**config.mk**
```make
export PLATFORM = sky130hd
export DESIGN_NAME = mem_port_arbiter_flat
export DESIGN_NICKNAME = d
export VERILOG_FILES = /design/src/rtl/mips_mem_pkg.sv /design/src/rtl/mem_port_arbiter_if.sv /design/src/rtl/mem_lat_counter.sv /design/src/rtl/mem_port_arbiter.sv /design/src/flat_wrapper.sv
export SDC_FILE = /design/constraint.sdc
export NUM_CORES = 1
export LEC_CHECK = 0
export CORE_ASPECT_RATIO = 2
export CORE_MARGIN = 2
export CORE_UTILIZATION = 35
export DETAILED_ROUTE_END_ITERATION = 8
export MAX_ROUTING_LAYER = met4
export PLACE_DENSITY = 0.71
export SYNTH_ARGS = -nofsm -noshare
export SYNTH_HDL_FRONTEND = slang
export SYNTH_HIERARCHICAL = 1
export SYNTH_SLANG_ARGS = --single-unit
```
**constraint.sdc**
```tcl
create_clock -name clk -period 2 [get_ports clk]
set_input_delay 0.3 -clock clk [delete_from_list [all_inputs] [get_ports clk]]
set_output_delay 0.3 -clock clk [all_outputs]
set_load 0.01 [all_outputs]
```
**src/rtl/mips_mem_pkg.sv**
```systemverilog
// Shared state/grant encodings and width helpers for the MIPS memory-port blocks.
// Pure declarations: no logic, no latency.
package mips_mem_pkg;

    typedef enum logic [1:0] {
        ST_IDLE   = 2'd0,
        ST_ACCESS = 2'd1,
        ST_DONE   = 2'd2
    } state_t;

    typedef enum logic [1:0] {
        GNT_NONE = 2'd0,
        GNT_IF   = 2'd1,
        GNT_D    = 2'd2
    } gnt_t;

    // Counter only ever holds LAT-1, so LAT of 1 or 2 still needs one bit.
    function automatic int cnt_width(input int lat);
        return (lat > 2) ? $clog2(lat) : 1;
    endfunction

    // Streak must represent 0..max_streak inclusive.
    function automatic int streak_width(input int max_streak);
        return (max_streak > 1) ? $clog2(max_streak + 1) : 1;
    endfunction

endpackage

```
**src/rtl/mem_port_arbiter_if.sv**
```systemverilog
// Requester and memory-side signals of the unified memory port.
// slave = arbiter view, master = pipeline/memory environment view.
interface mem_port_arbiter_if #(
    parameter int ADDR_W = 32,
    parameter int DATA_W = 32
);
    logic              if_req;
    logic [ADDR_W-1:0] if_addr;
    logic [DATA_W-1:0] if_rdata;
    logic              if_ready;

    logic              d_req;
    logic              d_we;
    logic [ADDR_W-1:0] d_addr;
    logic [DATA_W-1:0] d_wdata;
    logic [DATA_W-1:0] d_rdata;
    logic              d_ready;

    logic              mem_en;
    logic              mem_we;
    logic [ADDR_W-1:0] mem_addr;
    logic [DATA_W-1:0] mem_wdata;
    logic [DATA_W-1:0] mem_rdata;

    modport slave (
        input  if_req, if_addr, d_req, d_we, d_addr, d_wdata, mem_rdata,
        output if_rdata, if_ready, d_rdata, d_ready,
               mem_en, mem_we, mem_addr, mem_wdata
    );

    modport master (
        output if_req, if_addr, d_req, d_we, d_addr, d_wdata, mem_rdata,
        input  if_rdata, if_ready, d_rdata, d_ready,
               mem_en, mem_we, mem_addr, mem_wdata
    );

endinterface

```
**src/rtl/mem_lat_counter.sv**
```systemverilog
// Loadable down-counter with zero flag for sequencing fixed-latency memory accesses.
// Load takes effect next cycle; decrement stops at zero, no backpressure.
module mem_lat_counter #(
    parameter int W = 1
) (
    input  logic         clk,
    input  logic         reset,
    input  logic         load,
    input  logic [W-1:0] load_val,
    input  logic         dec,
    output logic         zero
);
    logic [W-1:0] cnt;

    always_ff @(posedge clk or negedge reset) begin
        if (!reset) begin
            cnt <= '0;
        end else if (load) begin
            cnt <= load_val;
        end else if (dec && (cnt != '0)) begin
            cnt <= cnt - 1'b1;
        end
    end

    assign zero = (cnt == '0);

endmodule

```
**src/rtl/mem_port_arbiter.sv**
```systemverilog
// Shares one single-ported memory between fetch and data with data priority and a starvation guard.
// LAT+2 cycles per access (sample, LAT access cycles, ready pulse); requesters hold req until ready.
module mem_port_arbiter
    import mips_mem_pkg::*;
#(
    parameter int ADDR_W      = 32,
    parameter int DATA_W      = 32,
    parameter int LAT         = 1,
    parameter int MAX_DSTREAK = 4
) (
    input logic               clk,
    input logic               reset,
    mem_port_arbiter_if.slave bus
);
    localparam int               CNT_W   = cnt_width(LAT);
    localparam int               STK_W   = streak_width(MAX_DSTREAK);
    localparam logic [STK_W-1:0] STK_MAX = STK_W'(MAX_DSTREAK);
    localparam logic [CNT_W-1:0] CNT_LD  = CNT_W'(LAT - 1);

    state_t            state, state_n;
    gnt_t              gnt, gnt_n;
    logic [STK_W-1:0]  streak, streak_n;
    logic              acc_we, acc_we_n;
    logic              mem_en_q, mem_en_n;
    logic              mem_we_q, mem_we_n;
    logic [ADDR_W-1:0] mem_addr_q, mem_addr_n;
    logic [DATA_W-1:0] mem_wdata_q, mem_wdata_n;
    logic              if_ready_q, if_ready_n;
    logic              d_ready_q, d_ready_n;
    logic [DATA_W-1:0] if_rdata_q, if_rdata_n;
    logic [DATA_W-1:0] d_rdata_q, d_rdata_n;
    logic              cnt_load, cnt_dec, cnt_zero;
    logic              pick_d;

    mem_lat_counter #(.W(CNT_W)) u_lat_cnt (
        .clk      (clk),
        .reset    (reset),
        .load     (cnt_load),
        .load_val (CNT_LD),
        .dec      (cnt_dec),
        .zero     (cnt_zero)
    );

    // Data wins ties unless it has already taken MAX_DSTREAK grants past a waiting fetch.
    assign pick_d = bus.d_req && !(bus.if_req && (streak == STK_MAX));

    always_comb begin
        state_n     = state;
        gnt_n       = gnt;
        streak_n    = streak;
        acc_we_n    = acc_we;
        mem_en_n    = 1'b0;
        mem_we_n    = 1'b0;
        mem_addr_n  = mem_addr_q;
        mem_wdata_n = mem_wdata_q;
        if_ready_n  = 1'b0;
        d_ready_n   = 1'b0;
        if_rdata_n  = if_rdata_q;
        d_rdata_n   = d_rdata_q;
        cnt_load    = 1'b0;
        cnt_dec     = 1'b0;

        unique case (state)
            ST_IDLE: begin
                if (bus.if_req || bus.d_req) begin
                    state_n  = ST_ACCESS;
                    cnt_load = 1'b1;
                    mem_en_n = 1'b1;
                    if (pick_d) begin
                        gnt_n       = GNT_D;
                        acc_we_n    = bus.d_we;
                        mem_we_n    = bus.d_we;
                        mem_addr_n  = bus.d_addr;
                        mem_wdata_n = bus.d_wdata;
                        if (!bus.if_req) begin
                            streak_n = '0;
                        end else if (streak != STK_MAX) begin
                            streak_n = streak + 1'b1;
                        end
                    end else begin
                        gnt_n      = GNT_IF;
                        acc_we_n   = 1'b0;
                        mem_addr_n = bus.if_addr;
                        streak_n   = '0;
                    end
                end
            end
            ST_ACCESS: begin
                cnt_dec = 1'b1;
                if (cnt_zero) begin
                    state_n = ST_DONE;
                    if (gnt == GNT_IF) begin
                        if_ready_n = 1'b1;
                        if_rdata_n = bus.mem_rdata;
                    end else begin
                        d_ready_n = 1'b1;
                        if (!acc_we) begin
                            d_rdata_n = bus.mem_rdata;
                        end
                    end
                end
            end
            // Requester still shows req during its ready cycle, so never arbitrate here.
            ST_DONE: begin
                state_n = ST_IDLE;
            end
            default: begin
                state_n = ST_IDLE;
            end
        endcase
    end

    always_ff @(posedge clk or negedge reset) begin
        if (!reset) begin
            state       <= ST_IDLE;
            gnt         <= GNT_NONE;
            streak      <= '0;
            acc_we      <= 1'b0;
            mem_en_q    <= 1'b0;
            mem_we_q    <= 1'b0;
            mem_addr_q  <= '0;
            mem_wdata_q <= '0;
            if_ready_q  <= 1'b0;
            d_ready_q   <= 1'b0;
            if_rdata_q  <= '0;
            d_rdata_q   <= '0;
        end else begin
            state       <= state_n;
            gnt         <= gnt_n;
            streak      <= streak_n;
            acc_we      <= acc_we_n;
            mem_en_q    <= mem_en_n;
            mem_we_q    <= mem_we_n;
            mem_addr_q  <= mem_addr_n;
            mem_wdata_q <= mem_wdata_n;
            if_ready_q  <= if_ready_n;
            d_ready_q   <= d_ready_n;
            if_rdata_q  <= if_rdata_n;
            d_rdata_q   <= d_rdata_n;
        end
    end

    assign bus.mem_en    = mem_en_q;
    assign bus.mem_we    = mem_we_q;
    assign bus.mem_addr  = mem_addr_q;
    assign bus.mem_wdata = mem_wdata_q;
    assign bus.if_ready  = if_ready_q;
    assign bus.d_ready   = d_ready_q;
    assign bus.if_rdata  = if_rdata_q;
    assign bus.d_rdata   = d_rdata_q;

endmodule

```
**src/flat_wrapper.sv**
```systemverilog
// flat-port wrapper written by rule: the top's interface ports become plain ports
module mem_port_arbiter_flat import mips_mem_pkg::*;
#(
    parameter int ADDR_W      = 32,
    parameter int DATA_W      = 32,
    parameter int LAT         = 1,
    parameter int MAX_DSTREAK = 4
)
  (clk, reset, bus_if_req, bus_if_addr, bus_d_req, bus_d_we, bus_d_addr, bus_d_wdata, bus_mem_rdata, bus_if_rdata, bus_if_ready, bus_d_rdata, bus_d_ready, bus_mem_en, bus_mem_we, bus_mem_addr, bus_mem_wdata);
  mem_port_arbiter_if #(.ADDR_W(ADDR_W), .DATA_W(DATA_W)) bus_i ();
  input logic clk;
  input logic reset;
  input wire logic [$bits(bus_i.if_req)-1:0] bus_if_req;
  input wire logic [$bits(bus_i.if_addr)-1:0] bus_if_addr;
  input wire logic [$bits(bus_i.d_req)-1:0] bus_d_req;
  input wire logic [$bits(bus_i.d_we)-1:0] bus_d_we;
  input wire logic [$bits(bus_i.d_addr)-1:0] bus_d_addr;
  input wire logic [$bits(bus_i.d_wdata)-1:0] bus_d_wdata;
  input wire logic [$bits(bus_i.mem_rdata)-1:0] bus_mem_rdata;
  output wire logic [$bits(bus_i.if_rdata)-1:0] bus_if_rdata;
  output wire logic [$bits(bus_i.if_ready)-1:0] bus_if_ready;
  output wire logic [$bits(bus_i.d_rdata)-1:0] bus_d_rdata;
  output wire logic [$bits(bus_i.d_ready)-1:0] bus_d_ready;
  output wire logic [$bits(bus_i.mem_en)-1:0] bus_mem_en;
  output wire logic [$bits(bus_i.mem_we)-1:0] bus_mem_we;
  output wire logic [$bits(bus_i.mem_addr)-1:0] bus_mem_addr;
  output wire logic [$bits(bus_i.mem_wdata)-1:0] bus_mem_wdata;
  assign bus_i.if_req = bus_if_req;
  assign bus_i.if_addr = bus_if_addr;
  assign bus_i.d_req = bus_d_req;
  assign bus_i.d_we = bus_d_we;
  assign bus_i.d_addr = bus_d_addr;
  assign bus_i.d_wdata = bus_d_wdata;
  assign bus_i.mem_rdata = bus_mem_rdata;
  assign bus_if_rdata = bus_i.if_rdata;
  assign bus_if_ready = bus_i.if_ready;
  assign bus_d_rdata = bus_i.d_rdata;
  assign bus_d_ready = bus_i.d_ready;
  assign bus_mem_en = bus_i.mem_en;
  assign bus_mem_we = bus_i.mem_we;
  assign bus_mem_addr = bus_i.mem_addr;
  assign bus_mem_wdata = bus_i.mem_wdata;
  mem_port_arbiter #(.ADDR_W(ADDR_W), .DATA_W(DATA_W), .LAT(LAT), .MAX_DSTREAK(MAX_DSTREAK)) u_core (.clk(clk), .reset(reset), .bus(bus_i));
endmodule
```
==> impl_metrics.env <==
export IMPL_status="finished, final reports clean"
export IMPL_path_clk_slew_ps=60
export IMPL_ios=265
export IMPL_worstReg2RegEnd="u_core/bus.mem_wdata[22]"
export IMPL_synth_edf_count=0
export IMPL_cts_sinks=141
export IMPL_irDropWorstVdd_mv=0.923
export IMPL_synthFlopType="dfrtp_1"
export IMPL_ys_top_cells_by_area="dfrtp_1, mux2_2, mux2_4"
export IMPL_fp_dieH_um=188
export IMPL_holdWs_ps=381
export IMPL_critPathRequiredTime_ps=2290
export IMPL_antenna_found_initial=1
export IMPL_start_kind="register"
export IMPL_overflow=0
export IMPL_postCtsSetupRepairBufs=0
export IMPL_clock_skew_ps=10.7
export IMPL_max_freq_mhz=569
export IMPL_cts_htree_levels=4
export IMPL_combPwrFrac_pct=46.1
export IMPL_synthTopCellsByCount="dfrtp_1, mux2_2, inv_1"
export IMPL_drc_errors=0
export IMPL_numPortBuffers=264
export IMPL_grt_max_degree=67
export IMPL_setup_viol=0
export IMPL_finalNetCount=832
export IMPL_wl_per_cell_um=18.0
export IMPL_p_switching_w=0.00496
export IMPL_crit_family="multiplexers"
export IMPL_dr_pass1_iters=4
export IMPL_cp_arrival_ps=2050
export IMPL_n_fill_cell=1404
export IMPL_initial_core_util_pct=35.7
export IMPL_synth_cell_type_count=35
export IMPL_grtUsageMet1_pct=19.3
export IMPL_finalSetupTns_ps=0
export IMPL_synth_area_leader_cell="dfrtp_1"
export IMPL_syn_area_mm2=0.00595
export IMPL_maxCapViolCount=0
export IMPL_finalWeightedCongestion=0.805
export IMPL_slew_headroom_pct=55.4
export IMPL_rows=67
export IMPL_slew_violations=0
export IMPL_critical_path_class="reg2reg"
export IMPL_hpwl_mm=12.5
export IMPL_period_share_pct=87.9
export IMPL_wl_mm=16.5
export IMPL_switching_share_pct=31.6
export IMPL_yosys_warnings=6
export IMPL_clock_path_buffers=2
export IMPL_die_area_mm2=0.0181
export IMPL_r2r_start="u_core/streak[0]"
export IMPL_synth_most_common_cell="dfrtp_1"
export IMPL_grt_pass1_vias=5061
export IMPL_die_x_um=96.2
export IMPL_grt_pass1_wl_mm=25.9
export IMPL_coreArea_mm2=0.0167
export IMPL_cts_tree="yes"
export IMPL_slowest_stage="mux2_2"
export IMPL_gr_max_usage_layer="met2"
export IMPL_pwr_share_seq_pct=32.8
export IMPL_grt_use_met3_pct=4.04
export IMPL_layout_drive_gt1_share_pct=19.9
export IMPL_worst_pin_slew_ps=668
export IMPL_min_path_type="in2async"
export IMPL_use_met2_pct=34.9
export IMPL_rsz0062_at_grt="false"
export IMPL_vias=4594
export IMPL_synth_seq_cells=141
export IMPL_insertion_delay_ps=410
export IMPL_synthArstFlopShare_pct=100
export IMPL_power_leakage_nw=3.96
export IMPL_root_buffer="clkbuf_16"
export IMPL_worstSetupEndpointType="register"
export IMPL_first_iter_violations=148
export IMPL_grt_usage_pct=19.3
export IMPL_ff2ff_setup_slack_ps=240
export IMPL_syn_area_per_cell_um2=13.6
export IMPL_hold_viol_final=0
export IMPL_crit_chain="inv_1 -> ha_1 -> nand3_2 -> and3_2 -> buf_12 -> mux2_2"
export IMPL_post_route_min_period_ps=1760
export IMPL_seq_area_frac_synth_pct=59.3
export IMPL_worstRegToRegCells=6
export IMPL_pwr_share_clk_pct=21.1
export IMPL_timing_critical_path_slowest_cell_delay_ps=380
export IMPL_crit_fanout=35
export IMPL_ant_nets=0
export IMPL_syn_inst=438
export IMPL_synth_fp_nets=573
export IMPL_vias_per_cell=5.00
export IMPL_synth_top_area_share_pct=59.3
export IMPL_syn_to_final_growth_pct=58.1
export IMPL_path_buf_inv=2
export IMPL_power_internal_w=0.0107
export IMPL_numCtsBuffers=17
export IMPL_power_density_mw_per_mm2=1670
per-stage QoR:
step | instance area, um^2 | instances | setup WS (ps) | power, W | utilization, %
after floorplan | 5950 | 438 | 363 | 0.00872 | -
after global placement | 8760 | 884 | 79.3 | 0.0123 | 52.5
after detailed placement | 8760 | 884 | 10.2 | 0.0125 | 52.5
after CTS | 9400 | 917 | 238 | 0.0159 | 56.4
after global routing | 9410 | 918 | 150 | 0.0166 | 56.4
final | 9410 | 918 | 242 | 0.0157 | 56.4
registers in the layout, indices dropped and copies added (netlist names):
signal                count
u_core/state              2
u_core/streak             3
u_core/u_lat_cnt/cnt      1
u_core/bus.mem_en         1
u_core/bus.d_ready        1
u_core/gnt                2
u_core/bus.d_rdata       32
u_core/bus.if_ready       1
u_core/bus.if_rdata      32
u_core/bus.mem_addr      32
u_core/bus.mem_we         1
u_core/bus.mem_wdata     32
u_core/acc_we             1
cell families after synthesis:
| group | after synthesis | share of synthesized area, % |
|---|---|---|
| buffers and inverters | 74 | 6.35 |
| AND/OR/NAND/NOR | 83 | 8.05 |
| flip-flops | 141 | 59.3 |
| adder cells (fa/ha/maj) | 2 | 0.421 |
| other | 1 | 0.0630 |
| AO/OA/AOI/OAI | 41 | 5.93 |
| multiplexers | 96 | 19.9 |
layout by cell type, fill, tap and decap left out, types with 2 or more instances in the layout:
cell type | netlist | final
a22o_1 | 2 | 2
and2_1 | 2 | 2
buf_12 | 0 | 4
buf_4 | 4 | 7
bufinv_16 | 0 | 4
clkbuf_16 | 0 | 17
clkdlybuf4s50_1 | 0 | 263
clkinv_2 | 0 | 3
clkinv_4 | 0 | 2
clkinvlp_4 | 0 | 4
dfrtp_1 | 141 | 141
ha_1 | 2 | 2
inv_1 | 36 | 36
inv_2 | 2 | 2
mux2_1 | 8 | 8
mux2_2 | 61 | 61
mux2_4 | 27 | 27
nand2_1 | 3 | 3
nand3_1 | 33 | 33
nand4_1 | 32 | 32
nor2_1 | 2 | 2
nor2b_1 | 2 | 2
o221ai_1 | 32 | 32
o22ai_1 | 2 | 2
power by group through the flow:
stage | Combinational (W) | Clock (W) | Sequential (W)
6_report | 0.00723 | 0.00332 | 0.00514
2_1_floorplan | 0.00303 | 0 | 0.00569
5_1_grt | 0.00774 | 0.00352 | 0.00532
3_5_place_dp | 0.00732 | 0 | 0.00518
3_3_place_gp | 0.00713 | 0 | 0.00512
4_1_cts | 0.00733 | 0.00342 | 0.00516
how the worst max path moves through the flow:
| stage | start | cells past startpoint | end |
|---|---|---|---|
| 4_1_cts | u_core/streak[0] | 6 | u_core/bus.mem_wdata[22] |
| 5_1_grt | u_core/streak[0] | 6 | u_core/bus.mem_wdata[22] |
| 6_report | u_core/streak[0] | 6 | u_core/bus.mem_wdata[22] |
| 2_1_floorplan | u_core/streak[0] | 7 | u_core/bus.mem_wdata[0] |
| 3_5_place_dp | bus_if_req | 5 | u_core/bus.mem_addr[11] |
| 3_3_place_gp | bus_if_req | 5 | u_core/bus.mem_addr[13] |
per-layer routing:
metal | wire, um | vias to the layer above
met5 | 0 | -
met4 | 536 | 0
met3 | 918 | 31
met2 | 9480 | 206
met1 | 5590 | 2256
li1 | - | 2101
area by class of cell:
class	instances	area (um^2)	share of cell area, %
clock inverters	14	191	2.04
clock buffers	18	439	4.67
repair buffers	276	2790	29.6
well taps	207	259	2.75
inverters	38	143	1.52
diodes	1	2.50	0.0266
flip-flops and latches	141	3530	37.5
multi-input cells	223	2060	21.9
worst register-to-register path: cells and delay by family, from the launching register on:
kind,cells,cell delay [ps]
simple gates,2,320
flops,1,360
mux,1,410
buf+inv,2,330
fa+ha+maj,1,230
what timing repair did:
action	CTS	global route
hold buffers	1	0
endpoints found under the hold margin	43	0
gates resized for setup	0	0
(Power assumes the default switching activity.)
